## src/rtl/pipe_queue.sv

```systemverilog
// Purpose: circular-buffer decoupling queue between two pipeline stages, with flush and occupancy count.
// Latency: 1 cycle from an accepted push into an empty queue to out_valid/out_data; outputs come only from registers.
// Backpressure: in_ready is low only while full (state-only, ignores out_ready); out_data holds stable while out_ready is low.
module pipe_queue #(
    parameter int DATA_W = 64,
    parameter int DEPTH  = 4,
    parameter int CNT_W  = $clog2(DEPTH + 1)
) (
    input  logic              clk,
    input  logic              reset,
    input  logic              flush,
    input  logic              in_valid,
    output logic              in_ready,
    input  logic [DATA_W-1:0] in_data,
    output logic              out_valid,
    input  logic              out_ready,
    output logic [DATA_W-1:0] out_data,
    output logic [CNT_W-1:0]  count
);

    localparam int PTR_W = $clog2(DEPTH);

    logic [DATA_W-1:0] mem_q [DEPTH];
    logic [DATA_W-1:0] mem_d [DEPTH];
    logic [PTR_W-1:0]  wp_q, wp_d;
    logic [PTR_W-1:0]  rp_q, rp_d;
    logic [CNT_W-1:0]  count_q, count_d;
    logic              push;
    logic              pop;
    logic [PTR_W-1:0]  ptr_diff;

    // Handshake and output view, derived purely from registered state.
    assign in_ready  = (count_q != CNT_W'(DEPTH));
    assign out_valid = (count_q != '0);
    assign out_data  = out_valid ? mem_q[rp_q] : '0;
    assign count     = count_q;
    assign push      = in_valid & in_ready;
    assign pop       = out_valid & out_ready;
    assign ptr_diff  = wp_q - rp_q;

    // Next-state: flush wins over everything, otherwise push/pop update pointers and count.
    always_comb begin
        mem_d   = mem_q;
        wp_d    = wp_q;
        rp_d    = rp_q;
        count_d = count_q;
        if (flush) begin
            wp_d    = '0;
            rp_d    = '0;
            count_d = '0;
        end else begin
            if (push) begin
                mem_d[wp_q] = in_data;
                wp_d        = wp_q + PTR_W'(1);
            end
            if (pop) begin
                rp_d = rp_q + PTR_W'(1);
            end
            case ({push, pop})
                2'b10:   count_d = count_q + CNT_W'(1);
                2'b01:   count_d = count_q - CNT_W'(1);
                default: count_d = count_q;
            endcase
        end
    end

    // State registers; reset clears storage too so out_data is deterministic.
    always_ff @(posedge clk or negedge reset) begin
        if (!reset) begin
            wp_q    <= '0;
            rp_q    <= '0;
            count_q <= '0;
            for (int i = 0; i < DEPTH; i++) begin
                mem_q[i] <= '0;
            end
        end else begin
            wp_q    <= wp_d;
            rp_q    <= rp_d;
            count_q <= count_d;
            for (int i = 0; i < DEPTH; i++) begin
                mem_q[i] <= mem_d[i];
            end
        end
    end

    // Occupancy never exceeds DEPTH.
    a_count_max: assert property (@(posedge clk) disable iff (!reset)
        count_q <= CNT_W'(DEPTH));

    // Pointer distance agrees with count; a full queue has coincident pointers.
    a_ptr_count: assert property (@(posedge clk) disable iff (!reset)
        (count_q == CNT_W'(DEPTH)) ? (wp_q == rp_q) : (count_q == CNT_W'(ptr_diff)));

endmodule

```

## config.mk

```make
export PLATFORM = sky130hd
export DESIGN_NAME = pipe_queue
export DESIGN_NICKNAME = d
export VERILOG_FILES = /design/src/rtl/pipe_queue.sv
export SDC_FILE = /design/constraint.sdc
export NUM_CORES = 1
export LEC_CHECK = 0
export ABC_AREA = 1
export BUFFER_PORTS_ARGS = -buffer_cell sky130_fd_sc_hd__buf_2
export CORE_MARGIN = 3
export CORE_UTILIZATION = 45
export DETAILED_ROUTE_END_ITERATION = 8
export SLEW_MARGIN = 5
export SYNTH_ARGS = -nofsm -noshare
export SYNTH_HDL_FRONTEND = slang
export SYNTH_SLANG_ARGS = --single-unit
```

## constraint.sdc

```tcl
create_clock -name clk -period 3.4 [get_ports clk]
set_input_delay 0.17 -clock clk [delete_from_list [all_inputs] [get_ports clk]]
set_output_delay 0.17 -clock clk [all_outputs]
set_load 0.1 [all_outputs]
```

==> flow_summary.html <==
<table>
<tr><th>Metric</th><th>Value</th></tr>
<tr><th colspan="2">Drt</th></tr>
<tr><td>Number of DRC violations after detailed-routing iteration 0</td><td>550</td></tr>
<tr><td>Post-detailed-route wirelength per cell</td><td>15.42 um</td></tr>
<tr><td>Average via count per standard cell</td><td>5.094</td></tr>
<tr><td>Final antenna-violating net count</td><td>0</td></tr>
<tr><td>Via Count</td><td>10030</td></tr>
<tr><td>DRC Markers</td><td>0</td></tr>
<tr><td>Final WL</td><td>30.35 mm</td></tr>
<tr><td>First drt pass iteration count</td><td>5</td></tr>
<tr><th colspan="2">Logic synthesis</th></tr>
<tr><td>Area fraction of the dominant cell type after synthesis</td><td>0.5323</td></tr>
<tr><td>Synth Net Count</td><td>1522</td></tr>
<tr><td>Number of standard cells after synthesis</td><td>1448</td></tr>
<tr><td>Synthesized cell area</td><td>0.01236 mm2</td></tr>
<tr><td>Cell type contributing the most total cell area after synthesis</td><td>sky130_fd_sc_hd__dfrtp_1</td></tr>
<tr><td>Sequential area share after synthesis</td><td>0.5323</td></tr>
<tr><td>Synth warn</td><td>0</td></tr>
<tr><td>Count of distinct cell types in the synthesized netlist</td><td>23</td></tr>
<tr><td>Biggest area contributors in the synthesized netlist</td><td>sky130_fd_sc_hd__dfrtp_1, sky130_fd_sc_hd__o21ai_1, sky130_fd_sc_hd__nand2_1</td></tr>
<tr><td>Syn avg cell area</td><td>8.539 um2</td></tr>
<tr><td>Number of flip-flops and latches in the synthesized netlist</td><td>263</td></tr>
<tr><th colspan="2">GRT</th></tr>
<tr><td>Pin count of the biggest net entering global routing</td><td>101</td></tr>
<tr><td>Final global-route overflow total</td><td>0</td></tr>
<tr><td>Global-route wire length before repair</td><td>50.15 mm</td></tr>
<tr><td>Initial antenna violation count</td><td>0</td></tr>
<tr><td>Overall Global Routing Usage</td><td>0.2078</td></tr>
<tr><td>Vias in the first global route</td><td>9609</td></tr>
<tr><th colspan="2">Final layout</th></tr>
<tr><td>Number of nets in the final layout</td><td>1680</td></tr>
<tr><td>Area delta synth-&gt;final</td><td>17.65%</td></tr>
<tr><td>FF/Latch Area</td><td>0.006586 mm2</td></tr>
<tr><td>Area taken by multi-input logic gates</td><td>0.004673 mm2</td></tr>
<tr><td>Post-layout instance area</td><td>0.01455 mm2</td></tr>
<tr><td>Number of inserted filler cells in the final layout</td><td>2576</td></tr>
<tr><td>Proportion of layout cells with a drive suffix above 1</td><td>0.1647</td></tr>
<tr><td>Non-filler cells in the finished layout</td><td>1968</td></tr>
<tr><td>Antenna diode count</td><td>0</td></tr>
<tr><th colspan="2">CTS</th></tr>
<tr><td>Buffer levels on the longest clock path</td><td>3</td></tr>
<tr><td>TritonCTS buffer count</td><td>29</td></tr>
<tr><td>Clock root buffer master</td><td>sky130_fd_sc_hd__clkbuf_16</td></tr>
<tr><td>Clock tree sinks</td><td>263</td></tr>
<tr><td>Count of H-tree levels built during CTS</td><td>1</td></tr>
<tr><td>CTS tree</td><td>built</td></tr>
<tr><td>Cells resized by post-CTS repair</td><td>0</td></tr>
<tr><td>Worst skew pair latency</td><td>0.53 ns</td></tr>
<tr><td>Clock slew seen by the registers of the worst setup and hold paths</td><td>0.06 ns</td></tr>
<tr><th colspan="2">Floorplanning</th></tr>
<tr><td>Starting density of the core</td><td>0.4588</td></tr>
<tr><td>Overall die area</td><td>0.02950 mm2</td></tr>
<tr><td>Number of top-level design ports</td><td>138</td></tr>
<tr><td>Total number of placement rows</td><td>60</td></tr>
<tr><td>Std-Cell Core Area</td><td>0.02695 mm2</td></tr>
<tr><td>Die Wd</td><td>171.8 um</td></tr>
<tr><td>Y dimension of the die</td><td>171.8 um</td></tr>
<tr><th colspan="2">STA</th></tr>
<tr><td>Share of the clock period used by the worst path after layout</td><td>0.8100</td></tr>
<tr><td>Final setup violation count</td><td>0</td></tr>
<tr><td>Worst Slack Setup Final</td><td>0.6460 ns</td></tr>
<tr><td>Max Slew Vio Count</td><td>0</td></tr>
<tr><td>Period minus WS final</td><td>2.754 ns</td></tr>
<tr><td>Highest achievable clock rate</td><td>363.1 MHz</td></tr>
<tr><td>Relative slew margins</td><td>0.3903</td></tr>
<tr><td>Setup repair after global routing missed its margin</td><td>false</td></tr>
<tr><td>Post-Route Skew</td><td>0.007237 ns</td></tr>
<tr><td>Pin slew with the least headroom to its limit</td><td>0.9146 ns</td></tr>
<tr><td>Number of failing hold endpoints at the final stage</td><td>0</td></tr>
<tr><th colspan="2">Placement</th></tr>
<tr><td>Dpl hpwl</td><td>17.77 mm</td></tr>
<tr><td>Number of buffer cells added on primary ports</td><td>137</td></tr>
<tr><td>Number of instances in the placed design</td><td>1848</td></tr>
<tr><td>Placed cell areas</td><td>0.01295 mm2</td></tr>
<tr><td>GPL Wtd Cong</td><td>0.7468</td></tr>
<tr><td>Worst-case setup slack after placement</td><td>1.215 ns</td></tr>
<tr><th colspan="2">Worst setup path</th></tr>
<tr><td>Reg-to-reg endpoint</td><td>count[2]</td></tr>
<tr><td>Critical path class</td><td>register to primary output</td></tr>
<tr><td>Origin of the critical flop-to-flop path</td><td>count[1]</td></tr>
<tr><td>Launching element of the worst setup path</td><td>rp_q[0]</td></tr>
<tr><td>CP Capture Point</td><td>out_data[25]</td></tr>
<tr><td>Minimum setup slack among reg-to-reg paths</td><td>1.22 ns</td></tr>
<tr><td>Worst endpoint data arrival time</td><td>2.58 ns</td></tr>
<tr><td>Max Fanout on Critical Path</td><td>32</td></tr>
<tr><td>Crit path buf inv count</td><td>3</td></tr>
<tr><td>Cells along the critical path</td><td>clkinv_2 &gt; buf_4 &gt; o21ai_0 &gt; a21oi_1 &gt; buf_2</td></tr>
<tr><td>Slowest stage cell, crit path</td><td>sky130_fd_sc_hd__dfrtp_4</td></tr>
<tr><td>Stage delay of the slowest cell on the critical path</td><td>0.58 ns</td></tr>
<tr><td>Critical Path Start Type</td><td>register</td></tr>
<tr><td>Dominant delay contributor by cell family on the critical path</td><td>buffers and inverters</td></tr>
<tr><td>R2R cell count</td><td>12</td></tr>
<tr><td>Stages on worst setup path</td><td>5</td></tr>
<tr><td>Data required time at the worst endpoint</td><td>3.23 ns</td></tr>
<tr><td>Sort of element at the end of the critical path</td><td>primary output</td></tr>
<tr><th colspan="2">Min path</th></tr>
<tr><td>Path type of the worst min-delay path</td><td>primary input to asynchronous set/reset pin</td></tr>
<tr><th colspan="2">Job</th></tr>
<tr><td>Number of max-cap violations</td><td>0</td></tr>
<tr><th colspan="2">Run status</th></tr>
<tr><td>Status</td><td>complete, no violations</td></tr>
</table>
==> area by class of cell <==
| cell class | count | area share |
|---|---|---|
| multi-input combinational | 1005 | 0.3213 |
| clock inverter | 3 | 0.002752 |
| tap | 341 | 0.02933 |
| sequential | 263 | 0.4528 |
| timing repair buffer | 232 | 0.1146 |
| inverter | 75 | 0.01944 |
| clock buffer | 49 | 0.05987 |
==> what timing repair did <==
action,4_1_cts,5_1_grt
hold buffers,68,0
buffers inserted,0,0
endpoints found under the hold margin,359,0
==> registers in the layout, indices dropped and copies added, names as in the netlist <==
name	flops
mem_q	256
count	3
rp_q	2
wp_q	2
==> worst min-delay path by stage <==
| stage | endpoint | depth (start not counted) | slack (ns) |
|---|---|---|---|
| 5_1_grt | count[0] | 2 | 0.32 |
| 6_report | count[0] | 2 | 0.23 |
| 4_1_cts | count[0] | 2 | 0.29 |
| 3_3_place_gp | count[0] | 1 | 0.27 |
| 3_5_place_dp | count[0] | 1 | 0.27 |
| 2_1_floorplan | count[0] | 0 | -0.13 |
==> logic make-up after synthesis <==
family          share of synthesized area
simple gates                       0.1713
xor+xnor                         0.001417
buf+inv                           0.08976
flops                              0.5323
compound gates                     0.1996
fa+ha+maj                        0.005667
==> worst register-to-register path: stages, from the launching register on <==
cell and delay [ns]:
sky130_fd_sc_hd__dfrtp_1 0.43, sky130_fd_sc_hd__nor2_2 0.21, sky130_fd_sc_hd__nand2_1 0.16, sky130_fd_sc_hd__nand2_1 0.15, sky130_fd_sc_hd__inv_1 0.07, sky130_fd_sc_hd__nand2_1 0.12, sky130_fd_sc_hd__inv_1 0.07, sky130_fd_sc_hd__fa_1 0.42
sky130_fd_sc_hd__xor2_1 0.18, sky130_fd_sc_hd__nand3_1 0.09, sky130_fd_sc_hd__nand2_1 0.05, sky130_fd_sc_hd__nand2_1 0.05, sky130_fd_sc_hd__nand2_1 0.05
==> cell usage after synthesis (all sizes together) <==
| library cell | instances |
|---|---|
| o21ai | 387 |
| nand2 | 277 |
| dfrtp | 263 |
| nor2 | 260 |
| buf | 84 |
| inv | 75 |
| a21oi | 67 |
| clkbuf | 21 |
| ha | 4 |
| nand3 | 4 |
| nand4 | 3 |
| fa | 1 |
| xnor2 | 1 |
| xor2 | 1 |
==> metal layers <==
| layer | vias to the layer above | GRT usage | part of all wire |
|---|---|---|---|
| met5 | - | 0 | 0 |
| li1 | 5018 | - | - |
| met3 | 38 | 0.02620 | 0.051 |
| met1 | 4729 | 0.3069 | 0.48 |
| met4 | 0 | 0.04443 | 0.015 |
| met2 | 240 | 0.3318 | 0.45 |
==> per-stage QoR <==
stage	hold slack [ns]	setup TNS (ns)	util
after floorplan	-0.1256	-34.98	-
after global placement	0.2691	0	0.4807
after detailed placement	0.2686	0	0.4807
after CTS	0.2893	0	0.5397
after global routing	0.3182	0	0.5397
final	0.2280	0	0.5397
==> layout by cell type, fill, tap and decap left out <==
cell                              n
sky130_fd_sc_hd__a21oi_1         67
sky130_fd_sc_hd__buf_12           7
sky130_fd_sc_hd__buf_2          136
sky130_fd_sc_hd__buf_4           20
sky130_fd_sc_hd__buf_8            1
sky130_fd_sc_hd__bufinv_16        1
sky130_fd_sc_hd__clkbuf_1        13
sky130_fd_sc_hd__clkbuf_16       29
sky130_fd_sc_hd__clkbuf_8         7
sky130_fd_sc_hd__clkinv_2         3
sky130_fd_sc_hd__dfrtp_1        261
sky130_fd_sc_hd__dfrtp_2          1
sky130_fd_sc_hd__dfrtp_4          1
sky130_fd_sc_hd__dlygate4sd3_1   68
sky130_fd_sc_hd__fa_1             1
sky130_fd_sc_hd__ha_1             4
sky130_fd_sc_hd__inv_1           72
sky130_fd_sc_hd__inv_2            2
sky130_fd_sc_hd__nand2_1        271
sky130_fd_sc_hd__nand2_4          6
sky130_fd_sc_hd__nand3_1          4
sky130_fd_sc_hd__nand4_1          3
sky130_fd_sc_hd__nor2_1         258
sky130_fd_sc_hd__nor2_2           1
sky130_fd_sc_hd__nor2_8           1
sky130_fd_sc_hd__o21ai_0        131
sky130_fd_sc_hd__o21ai_1        204
sky130_fd_sc_hd__o21ai_2         52
sky130_fd_sc_hd__xnor2_1          1
sky130_fd_sc_hd__xor2_1           1
Power is not shown: default switching activity piles up to over one toggle a cycle in this logic, so the estimate is an artifact.
